--- src/rtl/button_conditioner_if.sv ---
// button_conditioner_if
// Groups the button pins and the conditioned event outputs of one
// button_conditioner instance.
//   btn_raw     : raw, asynchronous button pins (driven by the board side)
//   btn_level   : debounced level
//   btn_press   : 1-cycle pulse on each debounced 0->1 transition
//   btn_release : 1-cycle pulse on each debounced 1->0 transition
//   btn_repeat  : press pulse followed by auto-repeat pulses while held
// Modports: master = board/consumer side, slave = the conditioner itself.
interface button_conditioner_if #(
    parameter int unsigned N_BTN = 5
);
    logic [N_BTN-1:0] btn_raw;
    logic [N_BTN-1:0] btn_level;
    logic [N_BTN-1:0] btn_press;
    logic [N_BTN-1:0] btn_release;
    logic [N_BTN-1:0] btn_repeat;

    modport master (
        output btn_raw,
        input  btn_level,
        input  btn_press,
        input  btn_release,
        input  btn_repeat
    );

    modport slave (
        input  btn_raw,
        output btn_level,
        output btn_press,
        output btn_release,
        output btn_repeat
    );
endinterface

--- src/rtl/button_conditioner.sv ---
// button_conditioner
// Per-channel two-flop synchronizer, counter-based debouncer, registered
// press/release pulses and an optional auto-repeat pulse train for held
// buttons. Channels are independent; bit order [0]=BTNC [1]=BTNU [2]=BTNL
// [3]=BTNR [4]=BTND.
// Ports:
//   CLK100MHZ  : single clock, all state changes on the rising edge
//   CPU_RESETN : asynchronous active-low reset
//   btns       : button_conditioner_if slave (btn_raw in; level, press,
//                release and repeat out)
module button_conditioner #(
    parameter int unsigned       CLK_FREQ        = 100_000_000,
    parameter int unsigned       N_BTN           = 5,
    parameter int unsigned       DEBOUNCE_MS     = 10,
    parameter int unsigned       REPEAT_DELAY_MS = 500,
    parameter int unsigned       REPEAT_RATE_MS  = 100,
    parameter logic [N_BTN-1:0]  REPEAT_MASK     = 5'b00010
) (
    input  logic                 CLK100MHZ,
    input  logic                 CPU_RESETN,
    button_conditioner_if.slave  btns
);

    localparam int unsigned DEB_CYCLES  = CLK_FREQ / 1000 * DEBOUNCE_MS;
    localparam int unsigned DLY_CYCLES  = CLK_FREQ / 1000 * REPEAT_DELAY_MS;
    localparam int unsigned RATE_CYCLES = CLK_FREQ / 1000 * REPEAT_RATE_MS;
    localparam int unsigned MAX_REP     = (DLY_CYCLES > RATE_CYCLES) ? DLY_CYCLES : RATE_CYCLES;
    localparam int unsigned DEB_W       = $clog2(DEB_CYCLES + 1);
    localparam int unsigned REP_W       = $clog2(MAX_REP + 1);

    localparam logic [DEB_W-1:0] DEB_LAST  = DEB_W'(DEB_CYCLES - 1);
    localparam logic [REP_W-1:0] DLY_LAST  = REP_W'(DLY_CYCLES - 1);
    localparam logic [REP_W-1:0] RATE_LAST = REP_W'(RATE_CYCLES - 1);

    typedef enum logic [1:0] {
        IDLE,
        DELAY,
        REPEAT
    } rep_state_t;

    logic [N_BTN-1:0] sync1;
    logic [N_BTN-1:0] sync2;
    logic [N_BTN-1:0] level;
    logic [N_BTN-1:0] press;
    logic [N_BTN-1:0] rel;
    logic [N_BTN-1:0] rep;
    // Debounced edges, valid in the cycle before level changes; they feed
    // the press/release registers and the repeat FSMs so all three move on
    // the same clock edge.
    logic [N_BTN-1:0] rise;
    logic [N_BTN-1:0] fall;

    always_ff @(posedge CLK100MHZ or negedge CPU_RESETN) begin
        if (!CPU_RESETN) begin
            sync1 <= '0;
            sync2 <= '0;
        end else begin
            sync1 <= btns.btn_raw;
            sync2 <= sync1;
        end
    end

    for (genvar i = 0; i < N_BTN; i++) begin : g_deb
        logic [DEB_W-1:0] deb_cnt;
        logic             deb_done;

        assign deb_done = (sync2[i] != level[i]) && (deb_cnt == DEB_LAST);
        assign rise[i]  = deb_done &  sync2[i];
        assign fall[i]  = deb_done & ~sync2[i];

        always_ff @(posedge CLK100MHZ or negedge CPU_RESETN) begin
            if (!CPU_RESETN) begin
                deb_cnt <= '0;
            end else if (sync2[i] == level[i] || deb_cnt == DEB_LAST) begin
                deb_cnt <= '0;
            end else begin
                deb_cnt <= deb_cnt + DEB_W'(1);
            end
        end
    end

    always_ff @(posedge CLK100MHZ or negedge CPU_RESETN) begin
        if (!CPU_RESETN) begin
            level <= '0;
            press <= '0;
            rel   <= '0;
        end else begin
            level <= level ^ (rise | fall);
            press <= rise;
            rel   <= fall;
        end
    end

    for (genvar i = 0; i < N_BTN; i++) begin : g_rep
        if (REPEAT_MASK[i]) begin : g_on
            rep_state_t       state;
            rep_state_t       state_next;
            logic [REP_W-1:0] rep_cnt;
            logic [REP_W-1:0] cnt_next;
            logic             pulse;
            logic             pulse_next;

            always_ff @(posedge CLK100MHZ or negedge CPU_RESETN) begin
                if (!CPU_RESETN) begin
                    state   <= IDLE;
                    rep_cnt <= '0;
                    pulse   <= 1'b0;
                end else begin
                    state   <= state_next;
                    rep_cnt <= cnt_next;
                    pulse   <= pulse_next;
                end
            end

            // A debounced fall wins over a repeat pulse due in the same cycle.
            always_comb begin
                state_next = state;
                cnt_next   = rep_cnt;
                pulse_next = 1'b0;
                unique case (state)
                    IDLE: begin
                        if (rise[i]) begin
                            pulse_next = 1'b1;
                            cnt_next   = '0;
                            state_next = DELAY;
                        end
                    end
                    DELAY: begin
                        if (fall[i]) begin
                            cnt_next   = '0;
                            state_next = IDLE;
                        end else if (rep_cnt == DLY_LAST) begin
                            pulse_next = 1'b1;
                            cnt_next   = '0;
                            state_next = REPEAT;
                        end else begin
                            cnt_next = rep_cnt + REP_W'(1);
                        end
                    end
                    REPEAT: begin
                        if (fall[i]) begin
                            cnt_next   = '0;
                            state_next = IDLE;
                        end else if (rep_cnt == RATE_LAST) begin
                            pulse_next = 1'b1;
                            cnt_next   = '0;
                        end else begin
                            cnt_next = rep_cnt + REP_W'(1);
                        end
                    end
                    default: begin
                        cnt_next   = '0;
                        state_next = IDLE;
                    end
                endcase
            end

            assign rep[i] = pulse;
        end else begin : g_off
            assign rep[i] = 1'b0;
        end
    end

    assign btns.btn_level   = level;
    assign btns.btn_press   = press;
    assign btns.btn_release = rel;
    assign btns.btn_repeat  = rep;

endmodule

--- src/flat_wrapper.sv ---
// flat-port wrapper written by rule: the top's interface ports become plain ports
module button_conditioner_flat 
#(
    parameter int unsigned       CLK_FREQ        = 100_000_000,
    parameter int unsigned       N_BTN           = 5,
    parameter int unsigned       DEBOUNCE_MS     = 10,
    parameter int unsigned       REPEAT_DELAY_MS = 500,
    parameter int unsigned       REPEAT_RATE_MS  = 100,
    parameter logic [N_BTN-1:0]  REPEAT_MASK     = 5'b00010
)
  (CLK100MHZ, CPU_RESETN, btns_btn_raw, btns_btn_level, btns_btn_press, btns_btn_release, btns_btn_repeat);
  button_conditioner_if #(.N_BTN(N_BTN)) btns_i ();
  input  logic CLK100MHZ;
  input  logic CPU_RESETN;
  input wire logic [$bits(btns_i.btn_raw)-1:0] btns_btn_raw;
  output wire logic [$bits(btns_i.btn_level)-1:0] btns_btn_level;
  output wire logic [$bits(btns_i.btn_press)-1:0] btns_btn_press;
  output wire logic [$bits(btns_i.btn_release)-1:0] btns_btn_release;
  output wire logic [$bits(btns_i.btn_repeat)-1:0] btns_btn_repeat;
  assign btns_i.btn_raw = btns_btn_raw;
  assign btns_btn_level = btns_i.btn_level;
  assign btns_btn_press = btns_i.btn_press;
  assign btns_btn_release = btns_i.btn_release;
  assign btns_btn_repeat = btns_i.btn_repeat;
  button_conditioner #(.CLK_FREQ(CLK_FREQ), .N_BTN(N_BTN), .DEBOUNCE_MS(DEBOUNCE_MS), .REPEAT_DELAY_MS(REPEAT_DELAY_MS), .REPEAT_RATE_MS(REPEAT_RATE_MS), .REPEAT_MASK(REPEAT_MASK)) u_core (.CLK100MHZ(CLK100MHZ), .CPU_RESETN(CPU_RESETN), .btns(btns_i));
endmodule
--- config.mk ---
export PLATFORM = sky130hd
export DESIGN_NAME = button_conditioner_flat
export DESIGN_NICKNAME = d
export VERILOG_FILES = /design/src/rtl/button_conditioner_if.sv /design/src/rtl/button_conditioner.sv /design/src/flat_wrapper.sv
export SDC_FILE = /design/constraint.sdc
export NUM_CORES = 1
export LEC_CHECK = 0
export ABC_AREA = 1
export CORE_MARGIN = 3
export CORE_UTILIZATION = 40
export DETAILED_ROUTE_END_ITERATION = 8
export HOLD_SLACK_MARGIN = 0.08
export PLACE_DENSITY = 0.55
export SLEW_MARGIN = 10
export SYNTH_ARGS = -nofsm -noshare
export SYNTH_HDL_FRONTEND = slang
export SYNTH_SLANG_ARGS = --single-unit
--- constraint.sdc ---
create_clock -name CLK100MHZ -period 4.2 [get_ports CLK100MHZ]
set_input_delay 0.42 -clock CLK100MHZ [delete_from_list [all_inputs] [get_ports CLK100MHZ]]
set_output_delay 0.42 -clock CLK100MHZ [all_outputs]
set_load 0.03 [all_outputs]
==> results.ini <==
[routing]
drt-wirelength-per-cell_um = 12.16
viasPerCell = 4.869
ant_nets = 0
vias = 6646
drt-pass1-iter-count = 4
drt-total-wl_mm = 16.60
drc = 0
drt_iter0_drc = 336

[timing]
min_period_over_period_pct = 51.16
max_freq_ghz = 0.4654
relSlewSlack_pct = 53.59
fin_tns_setup_ps = 0
clock_skew_ps = 8.163
timing_max_transition_violations_final = 0
finalHoldViolations = 0
setup_viol = 0
final.setup.worst_slack_ps = 2051
worst_pin_slew_ps = 696.2
fin_crit_ps = 2149
grt_setup_unrepaired = false

[layout]
final_cell_mix = 234 x nand2_1, 190 x nor2_1, 154 x dfrtp_1
mostFrequentLayoutCell = nand2_1
drive_gt1_share_pct = 6.727
fillers = 1981
diodes = 0
regArea_mm2 = 0.003854
multi_input_area_mm2 = 0.003735
final_nets = 1104
area_growth_pct = 13.55
finish.utilization_pct = 47.02

[cts]
clk_latency_ps = 420
cts_tree = done
cts.sinks = 154
htreeDepth = 4
ctsLongestPathBuffers = 2
cts_buffers = 17
root_buffer = clkbuf_16
clk_pin_slew_worst_paths_ps = 60
holdBufCountCts = 1
post_cts_resized = 0
cts_setup_buffers = 0

[floorplanning]
dieWidth_um = 149.1
std_cell_rows = 51
start_util_pct = 41.41
pin_count = 27
core_area_mm2 = 0.01978
die_area_mm2 = 0.02223
die_y_um = 149.1

[placed_design]
place_congestion = 0.8771
post-place-ws_ps = 2030
dp_hpwl_mm = 11.67
portBuffers = 22

[run_status]
status = complete, no violations

[synthesis]
syn_area_per_cell_um2 = 7.721
netlist_area_mm2 = 0.008192
yosys_warnings = 0
seq_area_frac_synth_pct = 47.04
ys_ff_latch = 154
yosysUniqueCellTypes = 42
syn_inst = 1061

[worst_setup_path]
path_max_fanout = 13
worst_ep_arrival_time_ps = 2450
critical_path.endpoint_type = flip-flop
start_kind = flip-flop
crit_type = flip-flop to flip-flop
cp.required_ps = 4500

[power_and_ir_drop]
ir_drop_v = 0.0002736
power_mw = 3.260
leakage_nw = 4.121
pwr_density_cell_mw_per_mm2 = 350.5

[run]
maxCapViolCount = 0

[grt]
grt_pass1_wl_mm = 29.35
grt_overflow = 0
grt_usage_pct = 15.98
antenna_found_initial = 0
grt_pass1_vias = 6321
grt_max_degree = 82

[min_path]
hold_path.class = flip-flop to flip-flop

[cell usage after synthesis (all sizes together)]
cell type | instances | area (um2)
nand4 | 31 | 193.9
xor2 | 38 | 332.8
ha | 10 | 125.1
and3 | 1 | 6.260
mux2 | 1 | 11.26
nor4 | 5 | 31.28
and2 | 1 | 6.260
nor3b | 7 | 52.55
nand2 | 240 | 925.9
nor2 | 204 | 815.8
o211ai | 1 | 7.510
a21oi | 37 | 185.2
nand3 | 59 | 310.3
o21bai | 1 | 7.510
o32ai | 1 | 8.760
clkinv | 1 | 3.750
dfrtp | 154 | 3854
xnor2 | 8 | 70.07
clkbuf | 3 | 12.51
nand3b | 2 | 27.53
inv | 128 | 480.5
buf | 17 | 117.6
a31oi | 5 | 31.28
o21ai | 47 | 242.7
conb | 1 | 3.750
nor3 | 53 | 291.5
a211oi | 4 | 30.03
or2 | 1 | 6.260
[through the flow]
stage	cell area [um2]	instances	hold WS, ps
finish	9301	1365	349.0
global route	9301	1365	356.3
CTS	9301	1365	351.9
detailed placement	8646	1332	339.6
global placement	8646	1332	332.8
floorplan	8203	1064	124.4
[cell families (layout without fill, tap and decap cells)]
group	Yosys count	in the layout	synth area share (%)
xor+xnor	46	46	4.918
mux	1	1	0.1375
compound gates	96	96	6.263
flops	154	154	47.04
other cells	1	4	0.04578
fa+ha+maj	10	10	1.527
buf+inv	149	185	7.500
simple gates	604	604	32.56
[layout make-up]
type                       count  area share [%]
clock buffer                  20           4.910
inverter                     129           5.206
multi-input combinational    761           40.15
clock inverter                12           2.031
tap                          265           3.565
sequential                   154           41.43
timing repair buffer          24           2.704
[registers in the layout (all words and copies together) (netlist names), named ones only]
| register | flops |
|---|---|
| u_core.btns.btn_press | 5 |
| u_core.g_rep.g_on.state | 2 |
| u_core.g_deb.deb_cnt | 100 |
| u_core.sync1 | 5 |
| u_core.g_rep.g_on.rep_cnt | 26 |
| u_core.sync2 | 5 |
| u_core.g_rep.g_on.pulse | 1 |
| u_core.btns.btn_release | 5 |
[worst paths after layout]
| kind | from | endpoint | slack, ps | depth (start not counted) |
|---|---|---|---|---|
| setup / recovery | u_core.g_deb[2].deb_cnt[0] | u_core.g_deb[2].deb_cnt[13] | 2050 | 8 |
| hold / removal | u_core.sync1[2] | u_core.sync2[2] | 350 | 0 |
| setup reg to reg | u_core.g_deb[2].deb_cnt[0] | u_core.g_deb[2].deb_cnt[13] | 2050 | 8 |
| hold reg to reg | u_core.sync1[2] | u_core.sync2[2] | 350 | 0 |
| max in group asynchronous | CPU_RESETN | u_core.g_deb[0].deb_cnt[3] | 2760 | 3 |
| min in group asynchronous | CPU_RESETN | u_core.g_deb[3].deb_cnt[4] | 590 | 2 |
[critical path, stage by stage, from the launching register on]
cell     delay (ps)
dfrtp_1         380
ha_1            200
nand3_1         140
nor3b_1         270
nand3_1         210
nand2_1         400
inv_1           240
o21ai_0         130
a21oi_1          60
[where the power goes]
part | switching, mW | internal [mW]
clock network | 0.627 | 1.04
registers | 0.0118 | 1.50
logic | 0.0639 | 0.0219
total | 0.703 | 2.56
[routing by layer]
layer / part of all wire, % / up-vias / global-route usage, % / routed length [um]
li1: - / 3447 / - / -
met1: 51 / 3083 / 23.12 / 8483
met2: 44 / 95 / 24.06 / 7297
met3: 3.3 / 21 / 3.191 / 544
met4: 1.7 / 0 / 5.400 / 278
met5: 0 / - / 0 / 0
Power figures use the tool's default switching activity.
